$ cat src/rtl/sar_pkg.sv
// rtl/sar_pkg.sv - shared state encoding and default width for the SAR controller
package sar_pkg;

  localparam int SAR_WIDTH = 8;

  typedef enum logic [1:0] {
    S_IDLE    = 2'd0,
    S_CONVERT = 2'd1,
    S_DONE    = 2'd2
  } sar_state_e;

endpackage

$ cat src/rtl/sar_if.sv
// rtl/sar_if.sv - start/comparator/result bundle between SAR controller and its user
interface sar_if #(
  parameter int WIDTH = sar_pkg::SAR_WIDTH
);
  logic             start;
  logic             cmp_gt;
  logic             cmp_eq;
  logic             cmp_lt;
  logic [WIDTH-1:0] trial;
  logic             busy;
  logic             done;
  logic [WIDTH-1:0] result;
  logic             exact;
  logic             err;

  modport master (
    output start, cmp_gt, cmp_eq, cmp_lt,
    input  trial, busy, done, result, exact, err
  );

  modport slave (
    input  start, cmp_gt, cmp_eq, cmp_lt,
    output trial, busy, done, result, exact, err
  );
endinterface

$ cat src/rtl/sar_controller.sv
// rtl/sar_controller.sv - successive-approximation search, one bit per cycle, with
// early exit on an exact comparator match
module sar_controller
  import sar_pkg::*;
#(
  parameter int WIDTH = SAR_WIDTH
) (
  input  logic clk,
  input  logic rst_n,
  sar_if.slave bus
);

  localparam int IDX_W = (WIDTH > 2) ? $clog2(WIDTH) : 1;

  sar_state_e       state_q;
  logic [WIDTH-1:0] trial_q;
  logic [WIDTH-1:0] result_q;
  logic [IDX_W-1:0] idx_q;
  logic             busy_q;
  logic             done_q;
  logic             exact_q;
  logic             err_q;

  logic             code_ok;
  logic             take_gt;
  logic             take_eq;
  logic [WIDTH-1:0] bit_mask;
  logic [WIDTH-1:0] decided_d;
  logic [WIDTH-1:0] trial_d;

  // Anything but a clean one-hot code falls through to the "less than" path.
  always_comb begin
    code_ok   = 1'b0;
    case ({bus.cmp_gt, bus.cmp_eq, bus.cmp_lt})
      3'b100, 3'b010, 3'b001: code_ok = 1'b1;
      default:                code_ok = 1'b0;
    endcase
    take_gt   = code_ok & bus.cmp_gt;
    take_eq   = code_ok & bus.cmp_eq;
    bit_mask  = {{(WIDTH-1){1'b0}}, 1'b1} << idx_q;
    decided_d = take_gt ? trial_q : (trial_q & ~bit_mask);
    trial_d   = decided_d | (bit_mask >> 1);
  end

  always_ff @(posedge clk or negedge rst_n) begin
    if (!rst_n) begin
      state_q  <= S_IDLE;
      trial_q  <= '0;
      result_q <= '0;
      idx_q    <= '0;
      busy_q   <= 1'b0;
      done_q   <= 1'b0;
      exact_q  <= 1'b0;
      err_q    <= 1'b0;
    end else begin
      done_q <= 1'b0;
      case (state_q)
        S_IDLE: begin
          if (bus.start) begin
            state_q <= S_CONVERT;
            trial_q <= {1'b1, {(WIDTH-1){1'b0}}};
            idx_q   <= IDX_W'(WIDTH-1);
            exact_q <= 1'b0;
            err_q   <= 1'b0;
            busy_q  <= 1'b1;
          end
        end
        S_CONVERT: begin
          if (!code_ok) begin
            err_q <= 1'b1;
          end
          if (take_eq) begin
            result_q <= trial_q;
            exact_q  <= 1'b1;
            state_q  <= S_DONE;
            busy_q   <= 1'b0;
            done_q   <= 1'b1;
          end else if (idx_q == '0) begin
            // trial keeps the final decided value so it matches result afterwards
            result_q <= decided_d;
            trial_q  <= decided_d;
            state_q  <= S_DONE;
            busy_q   <= 1'b0;
            done_q   <= 1'b1;
          end else begin
            trial_q <= trial_d;
            idx_q   <= idx_q - 1'b1;
          end
        end
        S_DONE: begin
          state_q <= S_IDLE;
        end
        default: begin
          state_q <= S_IDLE;
          busy_q  <= 1'b0;
        end
      endcase
    end
  end

  assign bus.trial  = trial_q;
  assign bus.busy   = busy_q;
  assign bus.done   = done_q;
  assign bus.result = result_q;
  assign bus.exact  = exact_q;
  assign bus.err    = err_q;

endmodule

$ cat src/flat_wrapper.sv
// flat-port wrapper written by rule: the top's interface ports become plain ports
module sar_controller_flat import sar_pkg::*;
#(
  parameter int WIDTH = SAR_WIDTH
)
  (clk, rst_n, bus_start, bus_cmp_gt, bus_cmp_eq, bus_cmp_lt, bus_trial, bus_busy, bus_done, bus_result, bus_exact, bus_err);
  sar_if #(.WIDTH(WIDTH)) bus_i ();
  input  logic clk;
  input  logic rst_n;
  input wire logic [$bits(bus_i.start)-1:0] bus_start;
  input wire logic [$bits(bus_i.cmp_gt)-1:0] bus_cmp_gt;
  input wire logic [$bits(bus_i.cmp_eq)-1:0] bus_cmp_eq;
  input wire logic [$bits(bus_i.cmp_lt)-1:0] bus_cmp_lt;
  output wire logic [$bits(bus_i.trial)-1:0] bus_trial;
  output wire logic [$bits(bus_i.busy)-1:0] bus_busy;
  output wire logic [$bits(bus_i.done)-1:0] bus_done;
  output wire logic [$bits(bus_i.result)-1:0] bus_result;
  output wire logic [$bits(bus_i.exact)-1:0] bus_exact;
  output wire logic [$bits(bus_i.err)-1:0] bus_err;
  assign bus_i.start = bus_start;
  assign bus_i.cmp_gt = bus_cmp_gt;
  assign bus_i.cmp_eq = bus_cmp_eq;
  assign bus_i.cmp_lt = bus_cmp_lt;
  assign bus_trial = bus_i.trial;
  assign bus_busy = bus_i.busy;
  assign bus_done = bus_i.done;
  assign bus_result = bus_i.result;
  assign bus_exact = bus_i.exact;
  assign bus_err = bus_i.err;
  sar_controller #(.WIDTH(WIDTH)) u_core (.clk(clk), .rst_n(rst_n), .bus(bus_i));
endmodule
$ cat config.mk
export PLATFORM = sky130hd
export DESIGN_NAME = sar_controller_flat
export DESIGN_NICKNAME = d
export VERILOG_FILES = /design/src/rtl/sar_pkg.sv /design/src/rtl/sar_if.sv /design/src/rtl/sar_controller.sv /design/src/flat_wrapper.sv
export SDC_FILE = /design/constraint.sdc
export NUM_CORES = 1
export LEC_CHECK = 0
export ABC_CLOCK_PERIOD_IN_PS = 2200
export CORE_MARGIN = 2
export CORE_UTILIZATION = 36
export CTS_BUF_LIST = sky130_fd_sc_hd__clkbuf_16
export CTS_CLUSTER_DIAMETER = 150
export DETAILED_ROUTE_END_ITERATION = 12
export SYNTH_ARGS = -nofsm -noshare
export SYNTH_HDL_FRONTEND = slang
export SYNTH_SLANG_ARGS = --single-unit
$ cat constraint.sdc
create_clock -name clk -period 2.2 [get_ports clk]
set_clock_uncertainty 0.2 [all_clocks]
set_input_delay 0.22 -clock clk [delete_from_list [all_inputs] [get_ports clk]]
set_output_delay 0.22 -clock clk [all_outputs]
set_load 0.01 [all_outputs]
; After elaboration in Yosys (flattened, before gate mapping)
; Index checks and enable logic that the tools add are counted.
[word_totals]
register_bits = 25
in_bits = 6
output_inout_bits = 20
[op_classes]
n_eq_ne = 11
n_reduce_logical = 12
bitwise_logic = 6
mux = 28
n_addsub = 1
shifts = 1
[ops]
columns = operator, count
row1 = 8-bit two-way mux, 6
row2 = 8-bit one-hot mux with 2 select lines, 1
row3 = 3-bit AND reduction, 4
row4 = 1-bit two-way mux, 10
row5 = 3-bit two-way mux, 3
row6 = 8-bit AND, 1
row7 = "2-bit != test, second input constant", 4
row8 = 8-bit NOT, 1
row9 = 8-bit by 7-bit OR with 8-bit output, 1
row10 = "1-bit by 3-bit << shifter with 8-bit output, first input constant", 1
row11 = 2-bit two-way mux, 3
row12 = 3-bit one-hot mux with 2 select lines, 1
row13 = 1-bit one-hot mux with 2 select lines, 2
row14 = 2-bit one-hot mux with 2 select lines, 1
row15 = 2-bit AND reduction, 2
row16 = 4-bit AND reduction, 1
row17 = 2-bit nonzero test, 2
row18 = "3-bit by 1-bit == test with 1-bit output, second input constant", 1
row19 = "3-bit by 2-bit == test with 1-bit output, second input constant", 1
row20 = "3-bit == test, second input constant", 1
row21 = 3-bit logical NOT, 1
row22 = "3-bit by 1-bit != test with 1-bit output, second input constant", 1
row23 = 1-bit one-hot mux with 3 select lines, 1
row24 = 3-bit OR reduction, 1
row25 = 7 further kinds, 8

; Depth between registers and ports, before layout
; Gate-level depths: netlist of run 1.
[depth]
ltp_word = 9
ltp_mapped = 6
depth_no_buf = 5

; Least setup slack after synthesis of run 1
; OpenSTA, ideal clock, no wires.
[synth_timing]
kind = register to register
start = register u_core.idx_q[0]
end = register u_core.result_q[2] (netlist: u_core.bus.result[2])
path_slack_ns = 0.450
t_required_ns = 1.935
setup_ns = 0.065
arrival_time_ns = 1.484
path_stages_with_launch = 7
synth_period_minus_slack_ns = 1.750
path_cell_list = dfrtp_1 inv_1 ha_1 nor2b_1 buf_2 o21ai_2 a22o_1
[synth_via]
elab_chain_len = 6
[synth_lines]
columns = item, line
row1 = start: declaration, sar_controller.sv:18  ; logic [IDX_W-1:0] idx_q;
row2 = start signal: assignment, sar_controller.sv:62  ; idx_q <= IDX_W'(WIDTH-1);
row3 = start signal: assignment, sar_controller.sv:87  ; idx_q <= idx_q - 1'b1;
row4 = 1-bit by 3-bit << shifter with 8-bit output, sar_controller.sv:40  ; bit_mask = {{(WIDTH-1){1'b0}}, 1'b1} << idx_q;
row5 = 8-bit NOT, sar_controller.sv:41  ; decided_d = take_gt ? trial_q : (trial_q & ~bit_mask);
row6 = 8-bit AND, sar_controller.sv:41
row7 = 8-bit two-way mux, sar_controller.sv:41
row8 = 8-bit two-way mux, sar_controller.sv:78  ; end else if (idx_q == '0) begin
row9 = 8-bit two-way mux, sar_controller.sv:72  ; if (take_eq) begin
row10 = end signal: assignment, sar_controller.sv:73  ; result_q <= trial_q;
row11 = end signal: assignment, sar_controller.sv:80  ; result_q <= decided_d;
row12 = end: declaration, sar_controller.sv:17  ; logic [WIDTH-1:0] result_q;
; Parallel ways exist; a longest one is shown, timed or not. The select of a mux whose other input is x is not followed.
; A chain may end at the register's enable or synchronous reset.

; Final worst setup path of run 1
; Same ends and word-level chain as after synthesis.

==> impl_results.md, run 1 <==
* Outcome: finished, final reports clean
* Drt pass-1 iters at 4
* Lkg Pwr at ~0.75 nW
* Crit path capture type: register
* RR Startpoint: u_core.idx_q[0]
* Post-synth EDFFs at 0
* Max FO, Critical Path at 10
* Routed len/inst at about 16 um
* Final hold violation count at 0
* Max-cap viol count at 0
* RSZ-0062 raised after global routing: no
* Gates resized, CTS repair at 0
* Combinational fraction of design power at between 40% and 50%
* Post-Syn Nets at 135
* Total number of vias at around 1100
* Num Clock Sinks at 25
* Hold buffer count at cts at 0
* Slew @ Worst Pin at 0.503 ns
* Final setup TNS at 0 ns
* Sw Ratio at roughly 36%
* Final worst path period need at 1.86 ns
* Reg power frac at between 30% and 40%
* Setup crit start kind: register
* Global route total overflow at 0
* CTS tree: built
* Syn Area/Cell at approximately 11 um2
* Top Usage Layer GRT: met2
* Top cells by area in the synthesized netlist: dfrtp_1 47%, ha_1 4.7%, o2bb2ai_1 4.6%
* Kind of critical path: register to register
* Synth-to-layout area growth at 29.7%
* Vias per inst at 5.51
* Core Footprint at 0.00361 mm2
* Number of I/O pins at 26
* Pin count of the biggest net entering global routing at 26
* Yosys synthesis warning count at 0
* Reg2reg end: u_core.bus.result[2]
* M2 GR Usage at approximately 28%
* #FFs+latches synth at 25
* Vias in the first global route at around 1100
* Share of cells above drive strength 1 at 13.6%
* Power Density at between 1000 and 1500 mW/mm2
* Antenna violations before repair at 0
* IO Port Bufs at 25
* Layout Nets at approximately 170
* Finished Cell Area at 0.00173 mm2
* Fin cells at ~200
* CTS Buf Count at 3
* Synthesized area at 0.00134 mm2
* Hold Path Class: input port to async pin
* Max VDD drop at between 0.4 and 0.5 mV
* R2R depth at 5
* Final slew viol count at 0
* Main flop type after synthesis: dfrtp_1
* Met1 usage at 21.9%
* Max clock buf depth at 2
* Reg-to-reg setup timing slack at roughly 0.34 ns
* Remaining antenna violation count at 0
* Iter 0 DRT Violations at around 80
* Die extent in y at ~65 um
* Initial core utilization at a little under two fifths
* Clk pwr share at ~17%
* Distinct cell type count after synthesis at 44
* Post-route DRC at 0
* Met3 usage at under 10%
* Register area share after synthesis at 46.8%
* # rows at 22
* Chip width at roughly 65 um
* RD Place Congestion at a little over 0.9
* First-pass GRT wire length at 5.44 mm
* Worst EP required at about 2.2 ns
* Area fraction of the dominant cell type after synthesis at between 40% and 50%
* Routed Wire Length at between 3 and 4 mm
* Cell taking the most area after synthesis: dfrtp_1
* HPWL after DPL at between 2 and 2.5 mm
* CTS H-tree lvls at 1
* Switching power at 0.000830 W
* Normalized max-slew margin at 66.5%
* Post-Place Cell Area at about 0.0017 mm2
* Clock Latency Late Sink at between 0.2 and 0.3 ns
* Commonest non-fill, non-tap cells in the layout: 25 x clkdlybuf4s50_1, 25 x dfrtp_1, 9 x buf_4, 8 x nand2_1
* Post-CTS Setup Bufs at 0
* Pint at 0.00145 W
* Diode count at 0
* FFs w/ async S/R, synth at 100%
* Max Fclk at ~540 MHz
* Root Driver: clkbuf_16
* Period utilization at a little over four fifths
* # setup viols final at 0
* CP arrival at between 1.5 and 2 ns
* Cell count after synthesis at 124
* Placed cells at ~200
* Clock transition at the registers of the reported paths at about 0.06 ns
* Die ar. at 0.00422 mm2
* GRT Resource Usage Total at between 15 and 20%
flip-flops by register name, summed over array words and instances (netlist names):
| name | cells |
|---|---|
| u_core.bus.busy | 1 |
| u_core.bus.done | 1 |
| u_core.bus.err | 1 |
| u_core.bus.exact | 1 |
| u_core.bus.result | 8 |
| u_core.bus.trial | 8 |
| u_core.idx_q | 3 |
| u_core.state_q | 2 |
cells by family (layout without fill, tap and decap cells):
family | after synthesis | count (layout) | share of synthesized area (%)
fa+ha+maj | 5 | 5 | 4.68
flops | 25 | 25 | 46.8
buf+inv | 14 | 44 | 6.17
compound gates | 41 | 41 | 23.2
xor+xnor | 2 | 2 | 1.31
simple gates | 35 | 35 | 16.4
mux | 2 | 2 | 1.50
synth_stat cells, drive strengths merged (2+ instances only):
master / number
ha: 5
buf: 7
o211ai: 6
nor3b: 3
and2: 2
a31oi: 2
dfrtp: 25
o2bb2ai: 7
o21ai: 8
nand2: 8
a32o: 3
or3b: 2
mux2i: 2
a31o: 2
nor3: 3
nor2: 6
inv: 6
nand2b: 4
a21oi: 4
nand3: 2
a211oi: 2
nor2b: 2
layout make-up:
type | instances | area (um2)
clock buffers | 3 | 75.1
clock inverters | 1 | 3.75
fillers | 333 | 1870
inverters | 6 | 22.5
multi-input cells | 85 | 629
flip-flops and latches | 25 | 626
well taps | 48 | 60.1
repair buffers | 34 | 318
worst max-delay path: stages (launching register included):
cell and delay, ns:
dfrtp_1 0.42, inv_1 0.10, ha_1 0.23, nor2b_1 0.17
o21ai_2 0.45, a22o_1 0.22
per-stage QoR:
| stage | power, W | util [%] | hold WS, ns | setup WS (ns) |
|---|---|---|---|---|
| final | 0.00228 | 48.1 | 0.133 | 0.336 |
| after global routing | 0.00246 | 48.1 | 0.155 | 0.197 |
| after CTS | 0.00229 | 48.1 | 0.146 | 0.354 |
| after detailed placement | 0.00189 | 45.9 | 0.275 | 0.150 |
| after global placement | 0.00187 | 45.9 | 0.266 | 0.204 |
| after floorplan | 0.00144 | - | -0.276 | 0.450 |
power groups by stage:
stage / logic [W] / registers [W] / clock network (W)
floorplan: 0.000611 / 0.000828 / 0
global placement: 0.00108 / 0.000791 / 0
detailed placement: 0.00109 / 0.000801 / 0
CTS: 0.00110 / 0.000796 / 0.000399
global route: 0.00120 / 0.000826 / 0.000433
finish: 0.00110 / 0.000796 / 0.000388
metal layers:
layer | vias up | wire length, um
li1 | 513 | -
met1 | 562 | 1370
met2 | 32 | 1590
met3 | 7 | 128
met4 | 0 | 55
met5 | - | 0
worst max-delay path by stage:
| stage | start | end | slack, ns | depth (start not counted) |
|---|---|---|---|---|
| 4_1_cts | u_core.idx_q[0] | u_core.bus.result[2] | 0.35 | 5 |
| 3_3_place_gp | bus_cmp_eq | u_core.bus.result[2] | 0.20 | 4 |
| 2_1_floorplan | u_core.idx_q[0] | u_core.bus.result[2] | 0.45 | 6 |
| 5_1_grt | u_core.idx_q[0] | u_core.bus.result[7] | 0.20 | 6 |
| 3_5_place_dp | bus_cmp_eq | u_core.bus.result[2] | 0.15 | 4 |
| 6_report | u_core.idx_q[0] | u_core.bus.result[2] | 0.34 | 5 |
Note: power is estimated with default switching activity, not from simulation.
==> inputs of run 2 (changes only) <==
- ABC_CLOCK_PERIOD_IN_PS: 2200 -> 1660
- clock period: 2.2 -> 1.66 ns (I/O delays scaled with it)
==> impl_results.md, run 2 (synthesized netlist as in run 1, its figures left out) <==
* Post-route DRC at 0 (unchanged)
* Root Driver: clkbuf_16
* Global route total overflow at 0 (unchanged)
* Final setup TNS at 0 ns (unchanged)
* Outcome: finished, final reports clean
* Final worst path period need at 1.61 ns (-0.257 ns)
* Normalized max-slew margin at 69.4% (+2.9 points)
* Total number of vias at 1130 (+1.4%)
* First-pass GRT wire length at 5.47 mm (+0.63%)
* Crit path capture type: register
* Die ar. at 0.00422 mm2 (unchanged)
* Final hold violation count at 0 (unchanged)
* Utilization after layout at 53.2% (+5.1 points)
* Routed len/inst at 15.0 um (-3.5%)
* Clock Latency Late Sink at 0.26 ns (about the same)
* Slew @ Worst Pin at 0.455 ns (-0.0472 ns)
* Register area at 626 um2 (unchanged)
* Reg-to-reg setup timing slack at 0.05 ns (-0.28 ns)
* Clock transition at the registers of the reported paths at 0.06 ns (about the same)
* Commonest non-fill, non-tap cell in the layout: dfrtp_1
* Initial core utilization at 37.1% (unchanged)
* RD Place Congestion at 0.877 (-4.9%)
* Max FO, Critical Path at 2 (-8)
* Commonest non-fill, non-tap cells in the layout: 25 x dfrtp_1, 24 x buf_4, 22 x clkdlybuf4s50_1, 8 x nand2_1, 7 x o2bb2ai_1
* CP peak stage delay at 0.39 ns (-0.06 ns)
* Vias in the first global route at 1168 (+3.2%)
* CTS H-tree lvls at 1 (unchanged)
* Hold Worst Slack at 0.0798 ns (-0.0531 ns)
* CP arrival at 1.55 ns (-0.31 ns)
* RSZ-0062 raised after global routing: no
* GRT Resource Usage Total at 16.9% (+0.055 points)
* RR Startpoint: u_core.idx_q[0]
* Filler cells at 320 (-3.9%)
* Drt pass-1 iters at 4 (unchanged)
* Hold Path Class: input port to async pin
* Max clock buf depth at 2 (unchanged)
* CP Cell Sequence: inv_2 -> buf_4 -> ha_2 -> and2_1 -> o211ai_1 -> a31o_2
* Area occupied by multi-input gates at 679 um2 (+8.0%)
* CTS tree: built
* Diode count at 0 (unchanged)
* Vias per inst at 5.18 (-6.0%)
* Antenna violations before repair at 0 (unchanged)
* Num Clock Sinks at 25 (unchanged)
* Die extent in y at 65.0 um (unchanged)
* Setup crit start kind: register
* Layout Nets at 182 (+9.6%)
* Power Density at 1710 mW/mm2 (+30%)
* Hold buffer count at cts at 0 (unchanged)
* Lkg Pwr at 0.858 nW (+14%)
* CP max-delay cell: dfrtp_1
* Kind of critical path: register to register
* CTS Buf Count at 3 (unchanged)
* Reg2reg end: u_core.bus.trial[6]
* Remaining antenna violation count at 0 (unchanged)
* Routed Wire Length at 3.27 mm (+4.1%)
* # rows at 22 (unchanged)
* Pin count of the biggest net entering global routing at 26 (unchanged)
* HPWL after DPL at 2.43 mm (+5.2%)
* IO Port Bufs at 25 (unchanged)
* # setup viols final at 0 (unchanged)
* Max VDD drop at 0.783 mV (+92%)
* Iter 0 DRT Violations at 58 (-27%)
* Number of I/O pins at 26 (unchanged)
* R2R depth at 6 (+1)
* Core Footprint at 0.00361 mm2 (unchanged)
* Chip width at 65.0 um (unchanged)
* Period utilization at 96.8% (+12 points)
* Max-cap viol count at 0 (unchanged)
* Max Fclk at 622 MHz (+16%)
* Synth-to-layout area growth at 43.3%
* Worst EP required at 1.61 ns (-0.58 ns)
* Final slew viol count at 0 (unchanged)
* Share of cells above drive strength 1 at 27.1% (+13 points)
## run 2: layout make-up
type	instances	area share, %
clock inverter	1	0.261
multi-input combinational	85	35.4
clock buffer	3	3.92
sequential	25	32.6
tap	48	3.13
inverter	6	1.17
timing repair buffer	50	23.4
## run 2: stage by stage
step / worst slack [ns] / cells / total power [W] / area, um2
floorplan: 0.00892 / 124 / 0.00194 / 1360
global placement: -0.215 / 215 / 0.00267 / 1800
detailed placement: -0.247 / 215 / 0.00270 / 1800
CTS: 0.00113 / 219 / 0.00327 / 1900
global route: 0.000208 / 218 / 0.00351 / 1920
finish: 0.0532 / 218 / 0.00327 / 1920
## run 2: report_power, final
| group | total (W) | leakage (nW) | switching, W | internal, W |
|---|---|---|---|---|
| clock | 0.000530 | 0.0409 | 0.000206 | 0.000324 |
| sequential | 0.00101 | 0.315 | 0.000159 | 0.000850 |
| combinational | 0.00173 | 0.502 | 0.000807 | 0.000927 |
## run 2: worst max-delay path: cells and delay by family, from the launching register on
| family | cells | cell delay [ns] |
|---|---|---|
| compound gates | 2 | 0.37 |
| fa+ha+maj | 1 | 0.18 |
| buf+inv | 2 | 0.19 |
| flops | 1 | 0.39 |
| simple gates | 1 | 0.17 |
## run 2: per-layer routing
layer	track usage (%)	vias up	routed length, um
met1	19.9	557	1440
li1	-	547	-
met5	0	-	0
met3	2.43	4	82
met4	6.65	0	37
met2	30.8	22	1720
## run 2: how the worst max path moves through the flow
stage	start	to	slack, ns	depth (start not counted)
after CTS	bus_cmp_lt	u_core.state_q[1]	0.001	6
after global routing	u_core.idx_q[0]	u_core.bus.trial[6]	0.0002	6
after global placement	bus_cmp_lt	u_core.state_q[1]	-0.22	6
after floorplan	u_core.idx_q[0]	u_core.bus.result[2]	0.009	6
final	u_core.idx_q[0]	u_core.bus.trial[6]	0.05	6
after detailed placement	bus_cmp_lt	u_core.state_q[1]	-0.25	6
## run 2: timing repair
item,CTS,global route
buffers inserted,0,0
setup endpoints to repair,5,13
pin swaps,3,2
gates resized for setup,6,7
==> inputs of run 3 (changes only) <==
- GPL_ROUTABILITY_DRIVEN: unset -> 0
==> results of run 3 <==
The final DEF is identical to that of run 2; final timing and power are the same.
